==> src/rtl/bsg_cgol_ctrl.sv <==
// bsg_cgol_ctrl: controller for a Game of Life board.
// It accepts a board and a generation count, loads the board into the cells,
// enables the cells for that many generations, and then presents the result.
//
// Ports:
//   clk_i, reset_i  - clock and asynchronous active-high reset
//   v_i, ready_o    - load request handshake (data_i board, frames_i count)
//   en_o            - simulate enable broadcast to every cell
//   update_o        - load strobe broadcast to every cell
//   update_val_o    - captured board driven to the cells
//   cells_i         - current cell states returned from the board
//   v_o, yumi_i     - result handshake (data_o = cells_i while v_o is high)
module bsg_cgol_ctrl #(
  parameter int unsigned cells_p       = 64,
  parameter int unsigned frame_width_p = 16
) (
  input  logic                     clk_i,
  input  logic                     reset_i,
  input  logic                     v_i,
  input  logic [cells_p-1:0]       data_i,
  input  logic [frame_width_p-1:0] frames_i,
  output logic                     ready_o,
  output logic                     en_o,
  output logic                     update_o,
  output logic [cells_p-1:0]       update_val_o,
  input  logic [cells_p-1:0]       cells_i,
  output logic                     v_o,
  output logic [cells_p-1:0]       data_o,
  input  logic                     yumi_i
);

  typedef enum logic [1:0] {
    S_IDLE = 2'd0,
    S_LOAD = 2'd1,
    S_RUN  = 2'd2,
    S_DONE = 2'd3
  } state_e;

  state_e                   r_state;
  logic [frame_width_p-1:0] r_cnt;
  logic [cells_p-1:0]       r_board;
  logic                     r_ready;
  logic                     r_en;
  logic                     r_update;
  logic                     r_v;

  // A count of 1 or 0 in RUN means this is the last enabled generation.
  logic w_last;
  assign w_last = (r_cnt == frame_width_p'(1)) || (r_cnt == '0);

  // State machine; outputs are registered alongside the state they belong to.
  always_ff @(posedge clk_i or posedge reset_i) begin
    if (reset_i) begin
      r_state  <= S_IDLE;
      r_cnt    <= '0;
      r_board  <= '0;
      r_ready  <= 1'b1;
      r_en     <= 1'b0;
      r_update <= 1'b0;
      r_v      <= 1'b0;
    end else begin
      case (r_state)
        S_IDLE: begin
          if (v_i) begin
            r_board  <= data_i;
            r_cnt    <= frames_i;
            r_state  <= S_LOAD;
            r_ready  <= 1'b0;
            r_update <= 1'b1;
          end
        end
        S_LOAD: begin
          r_update <= 1'b0;
          if (r_cnt != '0) begin
            r_state <= S_RUN;
            r_en    <= 1'b1;
          end else begin
            r_state <= S_DONE;
            r_v     <= 1'b1;
          end
        end
        S_RUN: begin
          // Guarded decrement so the counter can never wrap below zero.
          if (r_cnt != '0) begin
            r_cnt <= r_cnt - frame_width_p'(1);
          end
          if (w_last) begin
            r_state <= S_DONE;
            r_en    <= 1'b0;
            r_v     <= 1'b1;
          end
        end
        S_DONE: begin
          if (yumi_i) begin
            r_state <= S_IDLE;
            r_v     <= 1'b0;
            r_ready <= 1'b1;
          end
        end
        default: begin
          r_state  <= S_IDLE;
          r_ready  <= 1'b1;
          r_en     <= 1'b0;
          r_update <= 1'b0;
          r_v      <= 1'b0;
        end
      endcase
    end
  end

  assign ready_o      = r_ready;
  assign en_o         = r_en;
  assign update_o     = r_update;
  assign v_o          = r_v;
  assign update_val_o = r_board;
  // Result is the live board, passed straight through.
  assign data_o       = cells_i;

endmodule

==> config.mk <==
export PLATFORM = sky130hd
export DESIGN_NAME = bsg_cgol_ctrl
export DESIGN_NICKNAME = d
export VERILOG_FILES = /design/src/rtl/bsg_cgol_ctrl.sv
export SDC_FILE = /design/constraint.sdc
export NUM_CORES = 1
export LEC_CHECK = 0
export ABC_AREA = 1
export CORE_ASPECT_RATIO = 0.5
export CORE_UTILIZATION = 40
export DETAILED_ROUTE_END_ITERATION = 8
export HOLD_SLACK_MARGIN = 0.08
export PLACE_DENSITY = 0.86
export SETUP_SLACK_MARGIN = 0.15
export SLEW_MARGIN = 20
export SYNTH_ARGS = -nofsm -noshare
export SYNTH_HDL_FRONTEND = slang
export SYNTH_SLANG_ARGS = --single-unit
==> constraint.sdc <==
create_clock -name clk_i -period 6.44 [get_ports clk_i]
set_input_delay 1.61 -clock clk_i [delete_from_list [all_inputs] [get_ports clk_i]]
set_output_delay 1.61 -clock clk_i [all_outputs]
set_load 0.02 [all_outputs]
# Word-level counts from Yosys, hierarchy flattened
# Cells that the tools add are included.
[word_totals]
regBits = 86
out_inout_bits = 132
wordCells = 54
[op_classes]
addsub = 1
n_eq_ne = 10
n_mux = 20
reduce_logical = 16
[op_table]
columns = ["operator", "n"]
rows = [
  ["16-bit two-way mux", 2],
  ["16-bit one-hot mux with 2 select lines", 1],
  ["16-bit by 1-bit == test with 1-bit output, second input constant", 1],
  ["16-bit logical NOT", 1],
  ["16-bit nonzero test", 1],
  ["16-bit by 1-bit subtractor with 16-bit output, second input constant", 1],
  ["2-bit inequality test, second input constant", 6],
  ["3-bit AND reduction", 4],
  ["1-bit two-way mux", 9],
  ["2-bit one-hot mux with 4 select lines", 1],
  ["2-bit nonzero test", 4],
  ["2-bit two-way mux", 3],
  ["1-bit one-hot mux with 2 select lines", 3],
  ["2-bit == test, second input constant", 2],
  ["2-bit AND reduction", 2],
  ["4-bit AND reduction", 1],
  ["1-bit one-hot mux with 3 select lines", 1],
  ["3-bit nonzero test", 1],
  ["2-bit by 1-bit == test with 1-bit output, second input constant", 1],
  ["2-bit logical NOT", 1],
  ["1-bit logical OR", 1],
]

# Logic depth before layout (Yosys ltp)
[logic_depth]
depth_word = 4
ltp_mapped = 12
ltp_nobuf = 11

# Least setup slack after synthesis
# Ideal clock, no wire load.
[synth_path]
kind = "input -> output"
from = "input port cells_i[0]"
to = "output port data_o[0]"
arrival_time_ps = 1744
required_time_ps = 4830
slack_ps = 3086
cell_stages = 1
path_buffers = 1
cell_sequence = "buf_4"
[synth_lines]
columns = ["item", "line_no", "source"]
rows = [
  ["from (decl)", "26", "input logic [cells_p-1:0] cells_i,"],
  ["to (decl)", "28", "output logic [cells_p-1:0] data_o,"],
]
# No word-level cell between the ends.

# Final worst setup path
[layout_path]
from = "input port v_i"
to = "register r_update (netlist: update_o)"
[layout_via]
elab_chain_cells = 2
[layout_rtl]
columns = ["item", "line_no", "source"]
rows = [
  ["from (decl)", "19", "input logic v_i,"],
  ["2-bit inequality test (no source line)", "--", ""],
  ["2-bit AND reduction (no source line)", "--", ""],
  ["to (signal assigned)", "59", "r_update <= 1'b0;"],
  ["to (signal assigned)", "69", "r_update <= 1'b1;"],
  ["to (signal assigned)", "73", "r_update <= 1'b0;"],
  ["to (decl)", "44", "logic r_update;"],
]
# Every way passes these cells.
# A chain may end at the register's enable or synchronous reset.

==> impl_metrics.toml <==
[layout]
final_nets = 834
n_antenna_cell = 0
layout.cells.non_filler = 829
fin_util_pct = 54.2
seq_area_sq_mm = 0.00215
num-fill-cells = 1015
multi_input_area_sq_mm = 0.00169
syn_to_final_growth_pct = 31.7
drive_gt1_share_pct = 4.68

[global_route]
grt_pass1_wl_mm = 18.1
overflow = 0
grt_start_max_net_pins = 67
first_global_vias = 3902
gr-usage-all-layers_pct = 19.3
antenna_found_initial = 0

[drt]
drt_iter0_drc = 221
wl_met2_mm = 5.96
dr.max_layer_used = "met4"
route.detailed.drc = 13
avgRoutedWirePerCell_microns = 13.5
ant_nets = 0
wirelength_mm = 11.2
viasPerCell = 4.67
dr.pass1.iters = 8
vias = 3874
wl_met3_microns = 684
wl_met1_mm = 4.22

[sta]
slew_headroom_pct = 30.7
finalCritPeriodShare_pct = 54.7
setup_viol = 0
fmax_ghz = 0.284
worst_pin_slew_ns = 1.04
finalSetupTns_ns = 0
slew_viol_final = 0
grt_setup_unrepaired = "false"
final_period_minus_worst_setup_slack_ns = 3.52
hold_viol_final = 0
fin_worst_skew_ns = 0.00494

[worst_setup_path]
cpLargestDelayFamily = "buffers and inverters"
critPathMaxFanout = 66
path_cells = "clkdlybuf4s50_1 > nand2_2 > buf_4 > inv_2 > o21ai_0 > inv_1"
crit_path_max_incr_delay_ns = 0.60
endpoint_kind = "flop"
cp_slowest_cell = "inv_2"
cp_data_arrival_time_ns = 3.73
path_class = "primary input to flop"
start_kind = "primary input"
crit_required_ns = 6.65
cp_num_buf_inv = 4

[die]
die-area_sq_mm = 0.0118
start_util_pct = 41.1
std_cell_rows = 27
dieHeight_microns = 77.2
num_io_pins = 280
core-area_sq_mm = 0.0110
die_x_microns = 152

[clocking]
postCtsHoldBufs = 0
numCtsBuffers = 9
htreeDepth = 3
cts_sinks = 86
clockRootBuffer = "clkbuf_16"
clkTransAtPathRegs_ns = 0.06
cts_buffer_depth = 2
cts_setup_buffers = 0
clk_latency_ns = 0.33
cts_tree = "done"
ctsResizeCount = 0

[logic_synthesis]
synthCells = 598
synth_area_sq_mm = 0.00453
syn_nets = 753
ys_ff_latch = 86
synth-seq-area-share_pct = 47.6
yosysWarnings = 0
syn_area_per_cell_sq_um = 7.57
synth_cell_types = 29

[status]
status = "finished, violations left"
violations = "design-rule violations"

[power]
leakagePower_nw = 2.98
peakVddDrop_mv = 0.236
power.density_mw_per_mm2 = 517

[flow_run]
drv_cap = 0

[worst_hold_path]
hp-class = "flop to flop"

[place]
place_inst = 813
port-buffer-count = 151
hpwl_mm = 7.96
gp_congestion = 0.832
==> worst register-to-register path, delay by kind of cell (launching register included) <==
kind / cells / cell delay [ns]
adder cells (fa/ha/maj): 1 / 0.63
AND/OR/NAND/NOR: 5 / 0.66
buffers and inverters: 3 / 0.86
flip-flops: 1 / 0.44
==> cells in the mapped netlist (all sizes together) <==
| library cell | n | area [sq um] |
|---|---|---|
| nand2 | 316 | 1220 |
| dfrtp | 85 | 2130 |
| buf | 69 | 515 |
| nor2 | 32 | 143 |
| inv | 29 | 114 |
| nand3 | 17 | 85.1 |
| clkbuf | 14 | 52.6 |
| o21ai | 14 | 70.1 |
| ha | 7 | 87.6 |
| a21oi | 2 | 10.0 |
| a31oi | 2 | 12.5 |
| nand4 | 2 | 12.5 |
| or2 | 2 | 12.5 |
| clkinv | 1 | 3.75 |
| dfstp | 1 | 26.3 |
| mux2i | 1 | 10.0 |
| nand3b | 1 | 7.51 |
| nor3 | 1 | 5.00 |
| o31ai | 1 | 7.51 |
| xor2 | 1 | 8.76 |
==> cells by family after synthesis <==
kind of cell	Yosys count	synth area share, %
simple gates	371	32.7
buf+inv	113	15.1
flops	86	47.6
compound gates	19	2.21
fa+ha+maj	7	1.93
xor+xnor	1	0.193
mux	1	0.221
==> per-layer routing <==
layer  vias to the layer above  global-route usage, %
li1                       1908                      -
met1                      1779                   19.9
met2                       147                   35.8
met3                        40                   5.71
met4                         0                   9.70
met5                         -                      0
==> path summary, 6_finish.rpt <==
check                                  from                to  slack, ns  cells past startpoint
hold reg to reg            update_val_o[18]  update_val_o[18]       0.48                      2
setup / recovery                        v_i          update_o       2.92                      6
min in group asynchronous           reset_i  update_val_o[30]       1.66                      2
hold / removal             update_val_o[18]  update_val_o[18]       0.48                      2
max in group asynchronous           reset_i          r_cnt[6]       3.71                      3
setup reg to reg                 r_state[0]          r_cnt[5]       3.74                      9
==> area by class of cell <==
| class | instances | share of cell area [%] |
|---|---|---|
| Inverter | 30 | 1.99 |
| Sequential cell | 86 | 36.1 |
| Tap cell | 145 | 3.04 |
| Clock inverter | 3 | 0.734 |
| Timing Repair Buffer | 153 | 25.6 |
| Multi-Input combinational cell | 399 | 28.4 |
| Clock buffer | 13 | 4.19 |
==> where the power goes <==
group | switching [mW] | total [mW] | internal, mW
Sequential | 0.190 | 0.996 | 0.806
Combinational | 0.918 | 1.57 | 0.654
Clock | 0.201 | 0.513 | 0.312
==> stage by stage <==
step           cell area, sq um  hold WS (ns)  total power, mW  setup WS [ns]
4_1_cts                    5970         0.481             3.11           2.92
2_1_floorplan              4530         0.475             1.99           2.61
6_report                   5970         0.479             3.08           2.92
5_1_grt                    5970         0.500             3.30           2.72
3_5_place_dp               5670         0.464             2.57           2.60
3_3_place_gp               5670         0.462             2.52           2.67
==> sequential cells by signal (all words and copies together), names as in the netlist <==
register / cells
en_o: 1
update_o: 1
ready_o: 1
r_cnt: 16
r_state: 2
update_val_o: 64
v_o: 1
==> layout by cell type (no fill, tap or decap), drive strengths merged, types with 4 or more instances in the layout <==
cell / instances
clkdlybuf4s50: 151
inv: 28
nor2: 32
dfrtp: 85
nand3: 17
ha: 7
o21ai: 14
nand2: 316
clkinv: 4
clkbuf: 13
No activity file was read; power rests on OpenSTA's default activity.
